`src/rtl/bc_pkg.sv`:
```
// bc_pkg: state encoding, control-vector layout and select/ALU codes for bloco_controle.
// Rev 1.0
`default_nettype none

package bc_pkg;

  typedef enum logic [3:0] {
    IDLE = 4'd0,
    LOAD = 4'd1,
    Q1   = 4'd2,
    Q2   = 4'd3,
    Q3   = 4'd4,
    Q4   = 4'd5,
    L1   = 4'd6,
    L2   = 4'd7,
    DONE = 4'd8
  } state_t;

  // mux0 codes 00 and 01 both pick a; SEL0_A uses 00
  localparam logic [1:0] SEL0_A    = 2'b00;
  localparam logic [1:0] SEL0_B    = 2'b10;
  localparam logic [1:0] SEL0_C    = 2'b11;
  localparam logic [1:0] SEL1_MUX0 = 2'b00;
  localparam logic [1:0] SEL1_S    = 2'b10;
  localparam logic [1:0] SEL1_H    = 2'b11;
  localparam logic [1:0] SEL2_X    = 2'b00;
  localparam logic [1:0] SEL2_MUX0 = 2'b01;

  localparam logic ALU_ADD = 1'b0;
  localparam logic ALU_MUL = 1'b1;

  typedef struct packed {
    logic [1:0] m0;
    logic [1:0] m1;
    logic [1:0] m2;
    logic       h;
    logic       lx;
    logic       ls;
    logic       lh;
    logic       busy;
    logic       done;
  } ctrl_t;

  localparam ctrl_t CTRL_OFF = '0;

endpackage

`default_nettype wire

```
`src/rtl/bc_decode.sv`:
```
// bc_decode: pure state-to-control-vector decoder for bloco_controle.
// Rev 1.0
`default_nettype none

module bc_decode
  import bc_pkg::*;
(
  input  state_t i_state,
  output ctrl_t  o_ctrl
);

  always_comb begin
    o_ctrl = CTRL_OFF;
    case (i_state)
      LOAD: begin
        o_ctrl.lx   = 1'b1;
        o_ctrl.busy = 1'b1;
      end
      Q1: begin
        o_ctrl.m0   = SEL0_A;
        o_ctrl.m1   = SEL1_MUX0;
        o_ctrl.m2   = SEL2_X;
        o_ctrl.h    = ALU_MUL;
        o_ctrl.ls   = 1'b1;
        o_ctrl.busy = 1'b1;
      end
      Q2: begin
        o_ctrl.m0   = SEL0_B;
        o_ctrl.m1   = SEL1_S;
        o_ctrl.m2   = SEL2_MUX0;
        o_ctrl.h    = ALU_ADD;
        o_ctrl.ls   = 1'b1;
        o_ctrl.busy = 1'b1;
      end
      Q3: begin
        o_ctrl.m1   = SEL1_S;
        o_ctrl.m2   = SEL2_X;
        o_ctrl.h    = ALU_MUL;
        o_ctrl.ls   = 1'b1;
        o_ctrl.busy = 1'b1;
      end
      Q4: begin
        o_ctrl.m0   = SEL0_C;
        o_ctrl.m1   = SEL1_S;
        o_ctrl.m2   = SEL2_MUX0;
        o_ctrl.h    = ALU_ADD;
        o_ctrl.ls   = 1'b1;
        o_ctrl.busy = 1'b1;
      end
      // Linear path parks a*X in H so S is only written with the final result
      L1: begin
        o_ctrl.m0   = SEL0_A;
        o_ctrl.m1   = SEL1_MUX0;
        o_ctrl.m2   = SEL2_X;
        o_ctrl.h    = ALU_MUL;
        o_ctrl.lh   = 1'b1;
        o_ctrl.busy = 1'b1;
      end
      L2: begin
        o_ctrl.m0   = SEL0_C;
        o_ctrl.m1   = SEL1_H;
        o_ctrl.m2   = SEL2_MUX0;
        o_ctrl.h    = ALU_ADD;
        o_ctrl.ls   = 1'b1;
        o_ctrl.busy = 1'b1;
      end
      DONE: begin
        o_ctrl.done = 1'b1;
      end
      default: ;
    endcase
  end

endmodule

`default_nettype wire

```
`src/rtl/bloco_controle.sv`:
```
// bloco_controle: Moore controller sequencing the datapath for a*x^2+b*x+c or a*x+c.
// Rev 1.0
`default_nettype none

module bloco_controle
  import bc_pkg::*;
(
  input  logic       clk,
  input  logic       rst_n,
  input  logic       start,
  input  logic       op,
  output logic [1:0] m0,
  output logic [1:0] m1,
  output logic [1:0] m2,
  output logic       h,
  output logic       lx,
  output logic       ls,
  output logic       lh,
  output logic       busy,
  output logic       done
);

  state_t r_state;
  state_t w_next;
  logic   r_op;
  ctrl_t  w_ctrl;

  always_ff @(posedge clk or negedge rst_n) begin
    if (!rst_n) begin
      r_state <= IDLE;
      r_op    <= 1'b0;
    end else begin
      r_state <= w_next;
      if (r_state == IDLE && start) begin
        r_op <= op;
      end
    end
  end

  // start is only looked at in IDLE, so requests while busy or in DONE are dropped
  always_comb begin
    w_next = IDLE;
    case (r_state)
      IDLE:    w_next = start ? LOAD : IDLE;
      LOAD:    w_next = r_op ? L1 : Q1;
      Q1:      w_next = Q2;
      Q2:      w_next = Q3;
      Q3:      w_next = Q4;
      Q4:      w_next = DONE;
      L1:      w_next = L2;
      L2:      w_next = DONE;
      DONE:    w_next = IDLE;
      default: w_next = IDLE;
    endcase
  end

  bc_decode u_decode (
    .i_state (r_state),
    .o_ctrl  (w_ctrl)
  );

  assign m0   = w_ctrl.m0;
  assign m1   = w_ctrl.m1;
  assign m2   = w_ctrl.m2;
  assign h    = w_ctrl.h;
  assign lx   = w_ctrl.lx;
  assign ls   = w_ctrl.ls;
  assign lh   = w_ctrl.lh;
  assign busy = w_ctrl.busy;
  assign done = w_ctrl.done;

endmodule

`default_nettype wire

```
`config.mk`:
```
export PLATFORM = sky130hd
export DESIGN_NAME = bloco_controle
export DESIGN_NICKNAME = d
export VERILOG_FILES = /design/src/rtl/bc_pkg.sv /design/src/rtl/bc_decode.sv /design/src/rtl/bloco_controle.sv
export SDC_FILE = /design/constraint.sdc
export NUM_CORES = 1
export LEC_CHECK = 0
export ABC_AREA = 1
export BUFFER_PORTS_ARGS = -buffer_cell sky130_fd_sc_hd__buf_2
export CORE_MARGIN = 8
export CORE_UTILIZATION = 25
export DETAILED_ROUTE_END_ITERATION = 12
export MAX_ROUTING_LAYER = met4
export PLACE_DENSITY = 0.54
export SLEW_MARGIN = 20
export SYNTH_ARGS = -nofsm -noshare
export SYNTH_HDL_FRONTEND = slang
export SYNTH_SLANG_ARGS = --single-unit
```
`constraint.sdc`:
```
create_clock -name clk -period 2.25 [get_ports clk]
set_input_delay 0.3375 -clock clk [delete_from_list [all_inputs] [get_ports clk]]
set_output_delay 0.3375 -clock clk [all_outputs]
set_load 0.01 [all_outputs]
```
Word-level counts from Yosys, hierarchy flattened
Cells that the tools add are included.
Word-level totals
  register bits: 5
  input bits: 4
  output and inout port bits: 12
Cells by class
  equal/unequal tests: 8
  muxes and demuxes: 10
  reduce and logical (&&, ||, !) cells: 7
Operators by type and width (number)
  4-bit case mux with 7 select lines: 1
  5-bit case mux with 4 select lines: 1
  4-bit by 3-bit == test with 1-bit output (second input constant): 4
  4-bit by 2-bit == test with 1-bit output (second input constant): 2
  7-bit OR reduction: 1
  1-bit 2-to-1 mux: 6
  2-bit OR reduction: 3
  5-bit OR reduction: 1
  4-bit by 1-bit == test with 1-bit output (second input constant): 1
  4-bit == test (second input constant): 1
  4-bit zero test: 1
  2-bit case mux with 2 select lines: 1
  3-bit 2-to-1 mux: 1
  1-bit logical AND: 1

Logic depth before layout (Yosys ltp)
  word-level depth: 3
  mapped depth: 4
  depth with buffers taken out: 4

Hierarchy
A second synthesis with hierarchy kept.
Unflattened totals
  cell total of the unflattened synthesis: 50
  area, all modules: 341.6 um^2
Modules (own cells, without submodules)
  bloco_controle: times used 1, cells each 23, area each 215.2 um^2
  bc_decode: times used 1, cells each 27, area each 126.4 um^2

Worst setup path after synthesis
Ideal clock, no wire load.
  kind: register to output
  start: register r_state[3]
  end: output m2[0]
  arrival: 0.848 ns
  required time: 1.913 ns
  slack: 1.064 ns
  stages on the path, launching flop included: 4
  buffers on the path: 0
  cell sequence: dfrtp_1 nor2_4 inv_2 o21ai_1
On the way
  word-level cells in the longest chain between the ends: 3
  elaborated cells on any way between the ends: 9
RTL lines
  start: declaration: RTL line bloco_controle.sv:23  | state_t r_state;
  start signal: assignment: RTL line bloco_controle.sv:33  | r_state <= w_next;
  4-bit by 2-bit == test with 1-bit output / 4-bit by 3-bit == test with 1-bit output (equally long branches): RTL line bc_decode.sv:14  | case (i_state)
  2-bit OR reduction (no source line)
  5-bit case mux with 4 select lines (*): RTL line bc_decode.sv:14
  end: declaration: RTL line bloco_controle.sv:14  | output logic [1:0] m2,
Every way passes the cells marked *; elsewhere a longest branch is shown, timed or not.

Final worst setup path
Ends and elaborated chain as after synthesis.

==> impl_metrics.yaml <==
outcome:
  status: "finished, final reports clean"
synthesis:
  yosysTopAreaCell: "dfrtp_1"
  synthesis.instances: 45
  avgSynthCellArea_um2: 7.26
  synth_ff_type: "dfrtp_1"
  synth_cell_types: 15
  synth_top_area_share: 0.383
  syn_area_um2: 327
  synth_edf_count: 0
  synth_most_common_cell: "nand2_1"
  ys_ff_latch: 5
  synthTopCellsByCount: "nand2_1 (14), dfrtp_1 (5), nor2_1 (5)"
  async_flop_share: 1.00
  syn_nets: 49
  synthTopCellsByArea: "dfrtp_1 (38%), nand2_1 (16%), nor2_4 (6.9%), nand3_1 (6.1%), nand3_2 (6.1%)"
  yosys_warnings: 0
  synth.yosys.seq_area_share: 0.383
clock_network:
  cts_max_path_buffers: 2
  htree_levels: 1
  cts_resized: 0
  cts_sinks: 5
  clk_root_buffer_cell: "clkbuf_4"
  cts_tree: "done"
  worstSkewPairLatency_ns: 0.24
  clkTransAtPathRegs_ns: 0.04
  numCtsBuffers: 3
critical_path:
  startpoint: "r_state[3]$_DFF_PN0_"
  cp-endpoint: "m2[0]"
  cp.required_ns: 1.91
  reg2reg_depth: 4
  startpoint_type: "flip-flop"
  r2r_end: "r_op$_DFFE_PN0P_"
  ff2ff_setup_slack_ns: 1.22
  r2r_start: "r_state[1]$_DFF_PN0_"
  critical_path_class: "flip-flop to primary output"
  critical_path.endpoint_type: "primary output"
  critPathArrivalTime_ns: 1.25
  crit_fanout: 6
sta:
  setup_viol: 0
  rsz0062_at_grt: "no"
  finClkSkew_ns: 0.00290
  fmax_ghz: 0.630
  finalHoldViolations: 0
  fin_tns_setup_ns: 0
  fin_crit_sh: 0.705
  fin_crit_ns: 1.59
  slew_violations: 0
min_path:
  hp-class: "input pin to flip-flop"
power:
  leakage_uw: 0.000255
  vdd.ir_drop.worst_mv: 0.545
  powerDensity_mw_per_mm2: 1560
layout:
  antennaDiodeCount: 0
  drive_gt1_frac: 0.429
  layout.cells.non_filler: 78
  nFillCells: 133
  nets: 68
  area_delta_synth_final_pct: 36.0
grt:
  antenna_found_initial: 0
  grt_pass1_vias: 326
  grt_pass1_wl_um: 1320
  grt_max_degree: 9
  grt_overflow: 0
  grtUsageTotal: 0.0677
floorplan:
  ioPinCount: 16
  dieArea_mm2: 0.00272
  die_w_um: 52.1
  start_util: 0.261
  rows: 13
  die_y_um: 52.1
  core_mm2: 0.00125
placement:
  place_congestion: 0.802
  dp.cells: 73
  place.port_buffers: 14
  place_hpwl_um: 650
route:
  drt-initial-drc-count: 12
  via_count: 345
  antenna_left: 0
  vias_per_cell: 4.42
  dr.pass1.iters: 4
  wirelength_um: 816
  wl_per_cell_um: 10.5
  drcViolationCount: 0
flow_run:
  cap_violations: 0
## per-layer routing
layer  up-vias  routed length [µm]  share of wire  global-route usage
li1        177                   -              -                   -
met1       150                 358           0.44              0.0650
met4         0                   6         0.0074              0.0517
met2        16                 372           0.46               0.104
met5         -                   0              0                   -
met3         2                  80          0.098              0.0313
## sequential cells by signal, summed over array words and instances (netlist names)
register  cells
r_state       4
r_op          1
## worst min path at each step
stage               start                   end  slack [ns]  cells past startpoint
floorplan           rst_n      r_op$_DFFE_PN0P_        0.04                      0
global placement    rst_n  r_state[2]$_DFF_PN0_        0.16                      1
detailed placement  rst_n      r_op$_DFFE_PN0P_        0.16                      1
CTS                    op      r_op$_DFFE_PN0P_        0.35                      3
global route           op      r_op$_DFFE_PN0P_        0.37                      3
finish                 op      r_op$_DFFE_PN0P_        0.36                      3
## report_power, final
| group | leakage (µW) | switching [µW] | internal [µW] |
|---|---|---|---|
| Clock | 0.0000150 | 33.1 | 66.8 |
| Combinational | 0.000176 | 262 | 151 |
| Sequential | 0.0000638 | 51.1 | 130 |
| Total | 0.000255 | 346 | 348 |
## logic make-up (layout without fill, tap and decap cells)
logic type | Yosys count | in the layout | synth area share
AO/OA/AOI/OAI | 3 | 3 | 0.0574
flip-flops | 5 | 5 | 0.383
AND/OR/NAND/NOR | 30 | 30 | 0.467
other | 1 | 1 | 0.0115
buffers and inverters | 6 | 24 | 0.0805
## layout make-up
cell class,count,area (µm²),share of cell area
inverters,5,18.8,0.0423
clock buffers,4,26.3,0.0592
multi-input cells,34,175,0.394
well taps,15,18.8,0.0423
flip-flops and latches,5,125,0.282
repair buffers,15,80.1,0.180
## cells in the final DEF, fill, tap and decap left out, drive strengths merged
cell / instances
nand4: 1
conb: 1
inv: 5
o21ai: 2
nor2: 9
dfrtp: 5
buf: 14
a21oi: 1
dlygate4sd3: 1
nand2: 14
nand3: 6
clkbuf: 4
## per-stage QoR
step	hold WS [ns]	power [µW]	instance area, µm²	setup WS, ns	utilization
global placement	0.157	591	408	0.924	0.326
CTS	0.350	702	444	0.648	0.355
global route	0.370	760	444	0.583	0.355
floorplan	0.0419	453	327	1.06	-
detailed placement	0.157	594	408	0.921	0.326
finish	0.360	693	444	0.663	0.355
## worst max-delay path, cell delays in order, from the launching register on
cell	delay (ns)
dfrtp_1	0.44
nor2_4	0.19
nand3_2	0.14
o21ai_1	0.10
buf_2	0.14
## what timing repair did
item / in CTS / in global routing
setup buffers: 0 / 0
endpoints found under the hold margin: 5 / 0
hold buffers: 1 / 0
(Power assumes the default switching activity.)
